===== config.mk =====
export PLATFORM = sky130hd
export DESIGN_NAME = display_scan_flat
export DESIGN_NICKNAME = d
export VERILOG_FILES = /design/src/rtl/display_scan_if.sv /design/src/rtl/display_scan.sv /design/src/flat_wrapper.sv
export SDC_FILE = /design/constraint.sdc
export NUM_CORES = 1
export LEC_CHECK = 0
export CORE_MARGIN = 2
export CORE_UTILIZATION = 57
export CTS_CLUSTER_DIAMETER = 150
export DETAILED_ROUTE_END_ITERATION = 16
export DONT_BUFFER_PORTS = 1
export PLACE_DENSITY_LB_ADDON = 0.3
export SETUP_SLACK_MARGIN = 0.1
export SYNTH_ARGS = -nofsm -noshare
export SYNTH_HDL_FRONTEND = slang
export SYNTH_SLANG_ARGS = --single-unit

===== constraint.sdc =====
create_clock -name iClk -period 2.8 [get_ports iClk]
set_input_delay 0.84 -clock iClk [delete_from_list [all_inputs] [get_ports iClk]]
set_output_delay 0.84 -clock iClk [all_outputs]
set_load 0.02 [all_outputs]

===== src/rtl/display_scan_if.sv =====
// Scanner bus: display value/controls in, digit/anode/dp/scan status out.
// master drives iData/iDp/iEn/iLzs/iLoad; slave drives oDigit/oAnode/oDp/oIndex/oFrame.
interface display_scan_if #(
  parameter int NUM_DIGITS = 8
);
  localparam int IW = (NUM_DIGITS > 1) ? $clog2(NUM_DIGITS) : 1;

  logic [4*NUM_DIGITS-1:0] iData;
  logic [NUM_DIGITS-1:0]   iDp;
  logic [NUM_DIGITS-1:0]   iEn;
  logic                    iLzs;
  logic                    iLoad;
  logic [3:0]              oDigit;
  logic [NUM_DIGITS-1:0]   oAnode;
  logic                    oDp;
  logic [IW-1:0]           oIndex;
  logic                    oFrame;

  modport master (
    output iData, iDp, iEn, iLzs, iLoad,
    input  oDigit, oAnode, oDp, oIndex, oFrame
  );

  modport slave (
    input  iData, iDp, iEn, iLzs, iLoad,
    output oDigit, oAnode, oDp, oIndex, oFrame
  );
endinterface


===== src/rtl/display_scan.sv =====
// Time-multiplexed 7-segment scanner with double buffer, blanking and LZS.
// Ports: iClk, iRst_n (sync, active-low), bus (display_scan_if.slave).
module display_scan #(
  parameter int NUM_DIGITS   = 8,
  parameter int CLK_DIV      = 100000,
  parameter int BLANK_CYCLES = 1000
) (
  input logic          iClk,
  input logic          iRst_n,
  display_scan_if.slave bus
);

  localparam int IW = (NUM_DIGITS > 1) ? $clog2(NUM_DIGITS) : 1;
  localparam int CW = $clog2(CLK_DIV);
  localparam int BW = (BLANK_CYCLES > 0) ?
                      $clog2(BLANK_CYCLES + 1) : 1;
  localparam int DW = 4 * NUM_DIGITS;

  localparam logic [CW-1:0] CNT_MAX  = CW'(CLK_DIV - 1);
  localparam logic [IW-1:0] IDX_MAX  = IW'(NUM_DIGITS - 1);
  localparam logic [BW-1:0] BLK_INIT = BW'(BLANK_CYCLES);

  logic [CW-1:0]         cnt, cnt_nx;
  logic [IW-1:0]         idx, idx_nx;
  logic [BW-1:0]         blk, blk_nx;
  logic [DW-1:0]         act_d, act_d_nx;
  logic [NUM_DIGITS-1:0] act_dp, act_dp_nx;
  logic [DW-1:0]         pnd_d, pnd_d_nx;
  logic [NUM_DIGITS-1:0] pnd_dp, pnd_dp_nx;
  logic                  pnd_v, pnd_v_nx;

  logic                  tick;
  logic                  wrap;
  logic [NUM_DIGITS-1:0] sup;
  logic                  zrun;
  logic                  lit_nx;

  logic [3:0]            digit_nx, digit_q;
  logic [NUM_DIGITS-1:0] anode_nx, anode_q;
  logic                  dp_nx, dp_q;
  logic                  frame_q;

  always_comb begin
    tick = (cnt == CNT_MAX);
    wrap = tick && (idx == IDX_MAX);

    cnt_nx = tick ? '0 : cnt + 1'b1;

    idx_nx = idx;
    if (tick)
      idx_nx = (idx == IDX_MAX) ? '0 : idx + 1'b1;

    blk_nx = blk;
    if (tick)
      blk_nx = BLK_INIT;
    else if (blk != '0)
      blk_nx = blk - 1'b1;

    act_d_nx  = act_d;
    act_dp_nx = act_dp;
    pnd_d_nx  = pnd_d;
    pnd_dp_nx = pnd_dp;
    pnd_v_nx  = pnd_v;

    // Active buffer only moves at a frame boundary so a
    // frame never mixes old and new nibbles.
    if (wrap) begin
      pnd_v_nx = 1'b0;
      if (bus.iLoad) begin
        act_d_nx  = bus.iData;
        act_dp_nx = bus.iDp;
      end else if (pnd_v) begin
        act_d_nx  = pnd_d;
        act_dp_nx = pnd_dp;
      end
    end else if (bus.iLoad) begin
      pnd_d_nx  = bus.iData;
      pnd_dp_nx = bus.iDp;
      pnd_v_nx  = 1'b1;
    end

    // Walk from the most significant nibble down; zrun
    // stays set while every nibble so far is zero.
    sup  = '0;
    zrun = 1'b1;
    for (int k = NUM_DIGITS - 1; k >= 0; k--) begin
      zrun   = zrun && (act_d_nx[4*k +: 4] == 4'h0);
      sup[k] = bus.iLzs && zrun && (k != 0);
    end

    digit_nx = act_d_nx[4*int'(idx_nx) +: 4];
    lit_nx   = (blk_nx == '0) && bus.iEn[idx_nx]
               && !sup[idx_nx];
    anode_nx = lit_nx ? ~(NUM_DIGITS'(1) << idx_nx) : '1;
    dp_nx    = ~(lit_nx && act_dp_nx[idx_nx]);
  end

  always_ff @(posedge iClk) begin
    if (!iRst_n) begin
      cnt     <= '0;
      idx     <= '0;
      blk     <= '0;
      act_d   <= '0;
      act_dp  <= '0;
      pnd_d   <= '0;
      pnd_dp  <= '0;
      pnd_v   <= 1'b0;
      digit_q <= 4'h0;
      anode_q <= '1;
      dp_q    <= 1'b1;
      frame_q <= 1'b0;
    end else begin
      cnt     <= cnt_nx;
      idx     <= idx_nx;
      blk     <= blk_nx;
      act_d   <= act_d_nx;
      act_dp  <= act_dp_nx;
      pnd_d   <= pnd_d_nx;
      pnd_dp  <= pnd_dp_nx;
      pnd_v   <= pnd_v_nx;
      digit_q <= digit_nx;
      anode_q <= anode_nx;
      dp_q    <= dp_nx;
      frame_q <= wrap;
    end
  end

  assign bus.oDigit = digit_q;
  assign bus.oAnode = anode_q;
  assign bus.oDp    = dp_q;
  assign bus.oIndex = idx;
  assign bus.oFrame = frame_q;

endmodule


===== src/flat_wrapper.sv =====
// flat-port wrapper written by rule: the top's interface ports become plain ports
module display_scan_flat 
#(
  parameter int NUM_DIGITS   = 8,
  parameter int CLK_DIV      = 100000,
  parameter int BLANK_CYCLES = 1000
)
  (iClk, iRst_n, bus_iData, bus_iDp, bus_iEn, bus_iLzs, bus_iLoad, bus_oDigit, bus_oAnode, bus_oDp, bus_oIndex, bus_oFrame);
  display_scan_if #(.NUM_DIGITS(NUM_DIGITS)) bus_i ();
  input logic iClk;
  input logic iRst_n;
  input wire logic [$bits(bus_i.iData)-1:0] bus_iData;
  input wire logic [$bits(bus_i.iDp)-1:0] bus_iDp;
  input wire logic [$bits(bus_i.iEn)-1:0] bus_iEn;
  input wire logic [$bits(bus_i.iLzs)-1:0] bus_iLzs;
  input wire logic [$bits(bus_i.iLoad)-1:0] bus_iLoad;
  output wire logic [$bits(bus_i.oDigit)-1:0] bus_oDigit;
  output wire logic [$bits(bus_i.oAnode)-1:0] bus_oAnode;
  output wire logic [$bits(bus_i.oDp)-1:0] bus_oDp;
  output wire logic [$bits(bus_i.oIndex)-1:0] bus_oIndex;
  output wire logic [$bits(bus_i.oFrame)-1:0] bus_oFrame;
  assign bus_i.iData = bus_iData;
  assign bus_i.iDp = bus_iDp;
  assign bus_i.iEn = bus_iEn;
  assign bus_i.iLzs = bus_iLzs;
  assign bus_i.iLoad = bus_iLoad;
  assign bus_oDigit = bus_i.oDigit;
  assign bus_oAnode = bus_i.oAnode;
  assign bus_oDp = bus_i.oDp;
  assign bus_oIndex = bus_i.oIndex;
  assign bus_oFrame = bus_i.oFrame;
  display_scan #(.NUM_DIGITS(NUM_DIGITS), .CLK_DIV(CLK_DIV), .BLANK_CYCLES(BLANK_CYCLES)) u_core (.iClk(iClk), .iRst_n(iRst_n), .bus(bus_i));
endmodule

==> impl_metrics.csv, run 1 <==
group,metric,value,unit
global_route,grt_pass1_wl,30410,um
floorplanning,coreArea,10700,um^2
global_route,grt_max_degree,37,
timing,final.min_clock_period,3.012,ns
global_route,antenna_found_initial,0,
finish,insertedDiodeCount,0,
yosys,ys_ff_latch,125,
clock_network,clock-sinks,125,
worst_hold_path,min_path_type,"primary input to flop",
finish,finalCoreUtilization,0.7274,
critical_path,max_stage_delay,0.57,ns
place,io_buffer_count,0,
timing,worst_slack,-0.2124,ns
floorplanning,rows,38,
drt,routed_via_density,6.264,
critical_path,end_kind,"flop",
place,hpwlAfterDp,13400,um
yosys,yosys.cell_types.count,64,
run_status,violations,"negative setup slack",
yosys,seq_area_frac_synth,0.4053,
power_and_ir_drop,power-per-cell-area,588.6,nW/um^2
timing,rsz0062_at_grt,"yes",
yosys,yosysWarnings,0,
power_and_ir_drop,leakage,3.083,nW
drt,drt_iter0_markers,544,
drt,final_antenna_net_count,0,
timing,fin_setup_tns,-1.869,ns
timing,max_slew_margin,0.5621,
timing,fmax,332.0,MHz
floorplanning,io-pin-count,69,
yosys,yosys.area.top_type,"dfxtp_1",
drt,drtPass1Iterations,5,
run,max_cap_violations,0,
clock_network,numCtsBuffers,17,
critical_path,reg2reg_depth,10,
drt,wl_per_cell,19.12,um
place,dp.cells,970,
finish,drive_gt1_frac,0.2253,
yosys,async_reset_ff_frac,0,
global_route,track_usage,0.3364,
clock_network,cts.htree.levels,4,
floorplanning,initial_core_util,0.5772,
floorplanning,dieWidth,108.1,um
clock_network,path_clk_slew,0.06,ns
yosys,synth_ff_type,"dfxtp_1",
clock_network,cts_tree,"done",
critical_path,cp_max_fo,7,
finish,finish.net_count,918,
critical_path,cp.required,3.20,ns
critical_path,critPathKind,"flop to flop",
drt,routed_wl,19310,um
yosys,synthTopCellsByArea,"dfxtp_1 (41%), nand2_1 (6.6%), a21oi_1 (5.3%)",
yosys,syn_area_per_cell,7.866,um^2
worst_hold_path,hold_depth,1,
place,gp_congestion,0.9299,
drt,drc,0,
floorplanning,die_area,11680,um^2
yosys,synth_top_area_share,0.4053,
clock_network,cts_hold_buf,0,
power_and_ir_drop,total_power,4.580,mW
timing,setup-violations-final,13,
global_route,grt_pass1_vias,6200,
run_status,outcome,"finished, violations left",
finish,fillers,808,
timing,clock_skew,0.008737,ns
yosys,synth_edf_count,0,
finish,areaGrowthSynthToFinish,26.02,%
timing,tightest_slew,0.6559,ns
power_and_ir_drop,ir_drop,0.4638,mV
clock_network,cts_root_buf,"clkbuf_8",
finish,stdcell_count,1010,
timing,period_share,1.076,
critical_path,slowest_stage,"or4_4",
yosys,synthCells,785,
critical_path,cp.arrival,3.42,ns
timing,timing_hold_violations_final,0,
floorplanning,die_y,108.1,um
global_route,grt_overflow,0,
yosys,synth_fp_nets,841,
timing,finalMaxSlewViolations,0,
critical_path,path_cells,"or4b_4 -> or4_4 -> buf_12 -> o211ai_1 -> nor2_1 -> nor3_1 -> o221ai_2 -> a2111oi_4 -> buf_4 -> nand4_1",
clock_network,clock_latency,0.54,ns
critical_path,cp-start-kind,"flop",
drt,num_vias,6327,
yosys,syn_area,6175,um^2
clock_network,clk_path_buf_depth,2,
place,pre_cts_slack,-0.2574,ns
==> synthesized netlist by cell type (all sizes together), types with 14 or more instances <==
cell / number
nor3: 24
inv: 15
o21ai: 53
o22ai: 26
and2: 15
nand2: 109
a21oi: 65
dfxtp: 125
clkbuf: 42
nand3: 33
nand4: 14
nor2: 82
==> cell type report <==
cell class,instances,area (um^2),share of cell area
clock buffers,25,494.2,0.06352
clock inverters,2,10.01,0.001286
inverters,15,56.30,0.007236
multi-input cells,592,3570,0.4588
flip-flops and latches,125,2506,0.3221
well taps,140,175.2,0.02251
repair buffers,111,969.7,0.1246
==> cell usage in the layout, fill, tap and decap left out, types with 4 or more instances in the layout <==
master and n:
and3_1 5, o211a_1 9, buf_4 96, xnor2_1 8, clkbuf_16 17, o211ai_1 4, clkbuf_8 6, a22oi_1 4
a211oi_1 7, xor2_1 12, and4_1 4, a41oi_1 5, dfxtp_1 122, buf_12 8, nand2b_1 10, nor2_1 78
and2_1 13, nand2_1 107, nor3_1 24, nand3_1 30, o21a_1 5, inv_1 14, nor4_1 7, ha_1 4
o22ai_1 24, buf_6 5, mux2_2 7, nand4_1 14, o21ai_1 4, a31oi_1 5, or3b_2 13, a21oi_2 5
mux2i_1 7, o21ai_0 45, a21oi_1 60
==> metal layers <==
metal	global-route usage	vias up	routed length (um)
li1	-	2987	-
met2	0.5593	324	9085
met3	0.1061	58	1762
met4	0.1511	0	666
met1	0.3981	2958	7794
met5	0	-	0
==> power by group <==
group	total, mW	switching [mW]	internal, mW
combinational	0.730	0.418	0.312
clock	1.90	0.727	1.18
sequential	1.95	0.0808	1.87
==> flip-flops by register name, summed over array words and instances, names as in the netlist <==
name / cells
u_core.act_dp: 8
u_core.pnd_d: 32
u_core.bus.oAnode: 8
u_core.blk: 10
u_core.bus.oFrame: 1
u_core.pnd_dp: 8
u_core.cnt: 17
u_core.pnd_v: 1
u_core.bus.oDp: 1
u_core.bus.oDigit: 4
u_core.act_d: 32
u_core.bus.oIndex: 3
==> cell families (layout without fill, tap and decap cells) <==
group / after synthesis / in the layout / share of synthesized area
muxes: 14 / 14 / 0.02411
AOI/OAI and AO/OA: 219 / 219 / 0.2294
DFF: 125 / 125 / 0.4053
buffers and inverters: 68 / 153 / 0.04255
xor gates and xnor gates: 20 / 20 / 0.02837
and+or+nand+nor: 335 / 335 / 0.2622
adders and majority gates: 4 / 4 / 0.008106
==> repair_timing <==
item                       4_1_cts  5_1_grt
setup endpoints to repair       28       40
resized for setup               31       11
setup buffers                    3        7
cloned                           2        1
pin swaps                       10        6
hold endpoints to repair         0        0
==> worst max-delay path: cells and delay by family (launching register included) <==
family                 cells  cell delay, ns
AO/OA/AOI/OAI              3            0.75
buffers and inverters      2            0.36
flip-flops                 1            0.31
AND/OR/NAND/NOR            5            1.44
==> through the flow <==
step           hold WS [ns]  instance area [um^2]
2_1_floorplan        0.4302                  6218
3_3_place_gp         0.4365                  7023
3_5_place_dp         0.4418                  7023
4_1_cts              0.4177                  7674
5_1_grt              0.4155                  7781
6_report             0.4359                  7781
==> path summary, 6_finish.rpt <==
kind	startpoint	end	slack (ns)
setup / recovery	u_core.cnt[13]	u_core.bus.oAnode[4]	-0.21
hold reg to reg	u_core.pnd_d[17]	u_core.pnd_d[17]	0.45
setup reg to reg	u_core.cnt[13]	u_core.bus.oAnode[4]	-0.21
hold / removal	iRst_n	u_core.act_d[27]	0.44
(Power assumes the default switching activity.)
==> run 2: changes to the inputs <==
- GPL_ROUTABILITY_DRIVEN: not set -> 0
==> impl_metrics.csv, run 2 (synthesis gave the netlist of run 1 again) <==
group,metric,value,unit
run_status,outcome,"finished, violations left",
run_status,violations,"negative setup slack",
finish,finish.net_count,913,
timing,max_slew_margin,0.5614,
critical_path,reg2reg_depth,11,
timing,rsz0062_at_grt,"yes",
clock_network,clk_path_buf_depth,2,
clock_network,cts_hold_buf,0,
finish,final_cell_mix,"dfxtp_1 (122), nand2_1 (107), buf_4 (87)",
critical_path,path_cells,"or4b_4 -> or4_4 -> buf_4 -> buf_4 -> nor2_2 -> o21ai_2 -> nand2_1 -> o221ai_2 -> a2111oi_4 -> buf_4 -> nand4_1",
place,place_area,6920,um^2
clock_network,path_clk_slew,0.06,ns
critical_path,reg2reg_from,"u_core.cnt[13]",
timing,clock_skew,0.004678,ns
timing,worst_hold_slack,0.4203,ns
worst_hold_path,hold_depth,1,
drt,wl_per_cell,19.68,um
timing,fin_setup_tns,-3.362,ns
global_route,grt_pass1_vias,6333,
power_and_ir_drop,power-per-cell-area,612.8,nW/um^2
global_route,grt_max_degree,36,
timing,timing_hold_violations_final,0,
power_and_ir_drop,ir_drop,0.4421,mV
place,pre_cts_slack,-0.4070,ns
floorplanning,coreArea,10700,um^2
finish,drive_gt1_frac,0.2356,
timing,tightest_slew,0.6535,ns
clock_network,cts_tree,"done",
critical_path,slowest_stage,"or4_4",
power_and_ir_drop,combPwrFrac,0.153,
drt,drc,0,
floorplanning,die_y,108.1,um
place,io_buffer_count,0,
floorplanning,dieWidth,108.1,um
finish,finalCoreUtilization,0.7352,
drt,final_antenna_net_count,0,
timing,final.min_clock_period,3.130,ns
timing,setup-violations-final,13,
floorplanning,initial_core_util,0.5772,
power_and_ir_drop,power_frac_seq,0.405,
critical_path,cp_num_buf_inv,3,
clock_network,clock_latency,0.54,ns
clock_network,cts_root_buf,"clkbuf_8",
drt,num_vias,6512,
critical_path,crit_family,"simple AND/OR/NAND/NOR gates",
finish,final_area,7865,um^2
timing,finalMaxSlewViolations,0,
drt,routed_via_density,6.448,
place,dp.cells,958,
worst_hold_path,worstHoldStart,"iRst_n",
finish,stdcell_count,1010,
run,max_cap_violations,0,
clock_network,cts.htree.levels,4,
drt,routed_wl,19880,um
critical_path,rrSetupSlack,-0.33,ns
worst_hold_path,worstHoldEndpoint,"u_core.blk[6]",
finish,largest_registers,"u_core.act_d (32), u_core.pnd_d (32), u_core.cnt (17)",
floorplanning,rows,38,
critical_path,cp.arrival,3.52,ns
power_and_ir_drop,p_sw,1.310,mW
floorplanning,die_area,11680,um^2
critical_path,critPathKind,"flop to flop",
power_and_ir_drop,p_int,3.509,mW
finish,insertedDiodeCount,0,
critical_path,cp_max_fo,6,
place,hpwlAfterDp,13090,um
finish,final_common_cell,"dfxtp_1",
timing,fmax,319.5,MHz
global_route,track_usage,0.3471,
critical_path,cp.required,3.19,ns
power_and_ir_drop,clkPwrFrac,0.442,
critical_path,rr_endpoint,"u_core.bus.oAnode[2]",
critical_path,cpMostUsedCell,"buf_4",
worst_hold_path,min_path_type,"primary input to flop",
clock_network,clock-sinks,125,
clock_network,numCtsBuffers,17,
timing,worst_slack,-0.3298,ns
timing,period_share,1.118,
critical_path,end_kind,"flop",
drt,drt_iter0_markers,774,
drt,drtPass1Iterations,6,
power_and_ir_drop,leakage,3.089,nW
finish,areaGrowthSynthToFinish,27.38,%
power_and_ir_drop,p_sw_frac,0.2719,
global_route,antenna_found_initial,0,
global_route,grt_pass1_wl,31680,um
power_and_ir_drop,total_power,4.820,mW
critical_path,max_stage_delay,0.57,ns
global_route,grt_overflow,0,
critical_path,cp-start-kind,"flop",
floorplanning,io-pin-count,69,
[run 2: what timing repair did]
item                                    in CTS  in global routing
setup buffers                                6                 10
pin swaps                                    6                  7
cloned                                       2                  2
endpoints found under the setup margin      30                 40
gates resized for setup                     39                 21
[run 2: power by group through the flow]
stage	Sequential, mW	Combinational, mW	Clock [mW]
after floorplan	1.96	0.542	0
after global placement	1.97	0.662	0
after detailed placement	1.98	0.684	0
after CTS	1.95	0.707	2.14
after global routing	1.96	0.814	2.22
final	1.95	0.739	2.13
[run 2: how the worst max path moves through the flow]
stage | startpoint | endpoint | slack, ns | depth (start not counted)
after global placement | u_core.cnt[13] | u_core.bus.oDigit[2] | -0.40 | 10
after floorplan | u_core.cnt[13] | u_core.bus.oDp | -0.16 | 8
after global routing | u_core.cnt[13] | u_core.bus.oAnode[2] | -0.42 | 12
final | u_core.cnt[13] | u_core.bus.oAnode[2] | -0.33 | 11
after detailed placement | u_core.cnt[13] | u_core.bus.oDigit[2] | -0.41 | 10
after CTS | u_core.cnt[13] | u_core.bus.oAnode[2] | -0.20 | 9
[run 2: final cells by class]
cell class                 instances  area (um^2)
fill                             746         2833
sequential                       125         2506
clock inverter                    11        116.4
timing repair buffer             105        928.4
multi-input combinational        593         3623
clock buffer                      21        459.2
tap                              140        175.2
inverter                          15        56.30
[run 2: layer usage]
| metal | track usage | wire [um] | up-vias |
|---|---|---|---|
| li1 | - | - | 2971 |
| met2 | 0.5669 | 9576 | 390 |
| met5 | 0 | 0 | - |
| met1 | 0.4093 | 7470 | 3061 |
| met3 | 0.09946 | 1941 | 90 |
| met4 | 0.1951 | 888 | 0 |
[run 2: worst reg2reg max path, stage by stage (launching register included)]
cell	delay, ns
dfxtp_2	0.32
or4b_4	0.54
or4_4	0.57
buf_4	0.17
buf_4	0.16
nor2_2	0.17
o21ai_2	0.07
nand2_1	0.11
o221ai_2	0.13
a2111oi_4	0.42
buf_4	0.20
nand4_1	0.11
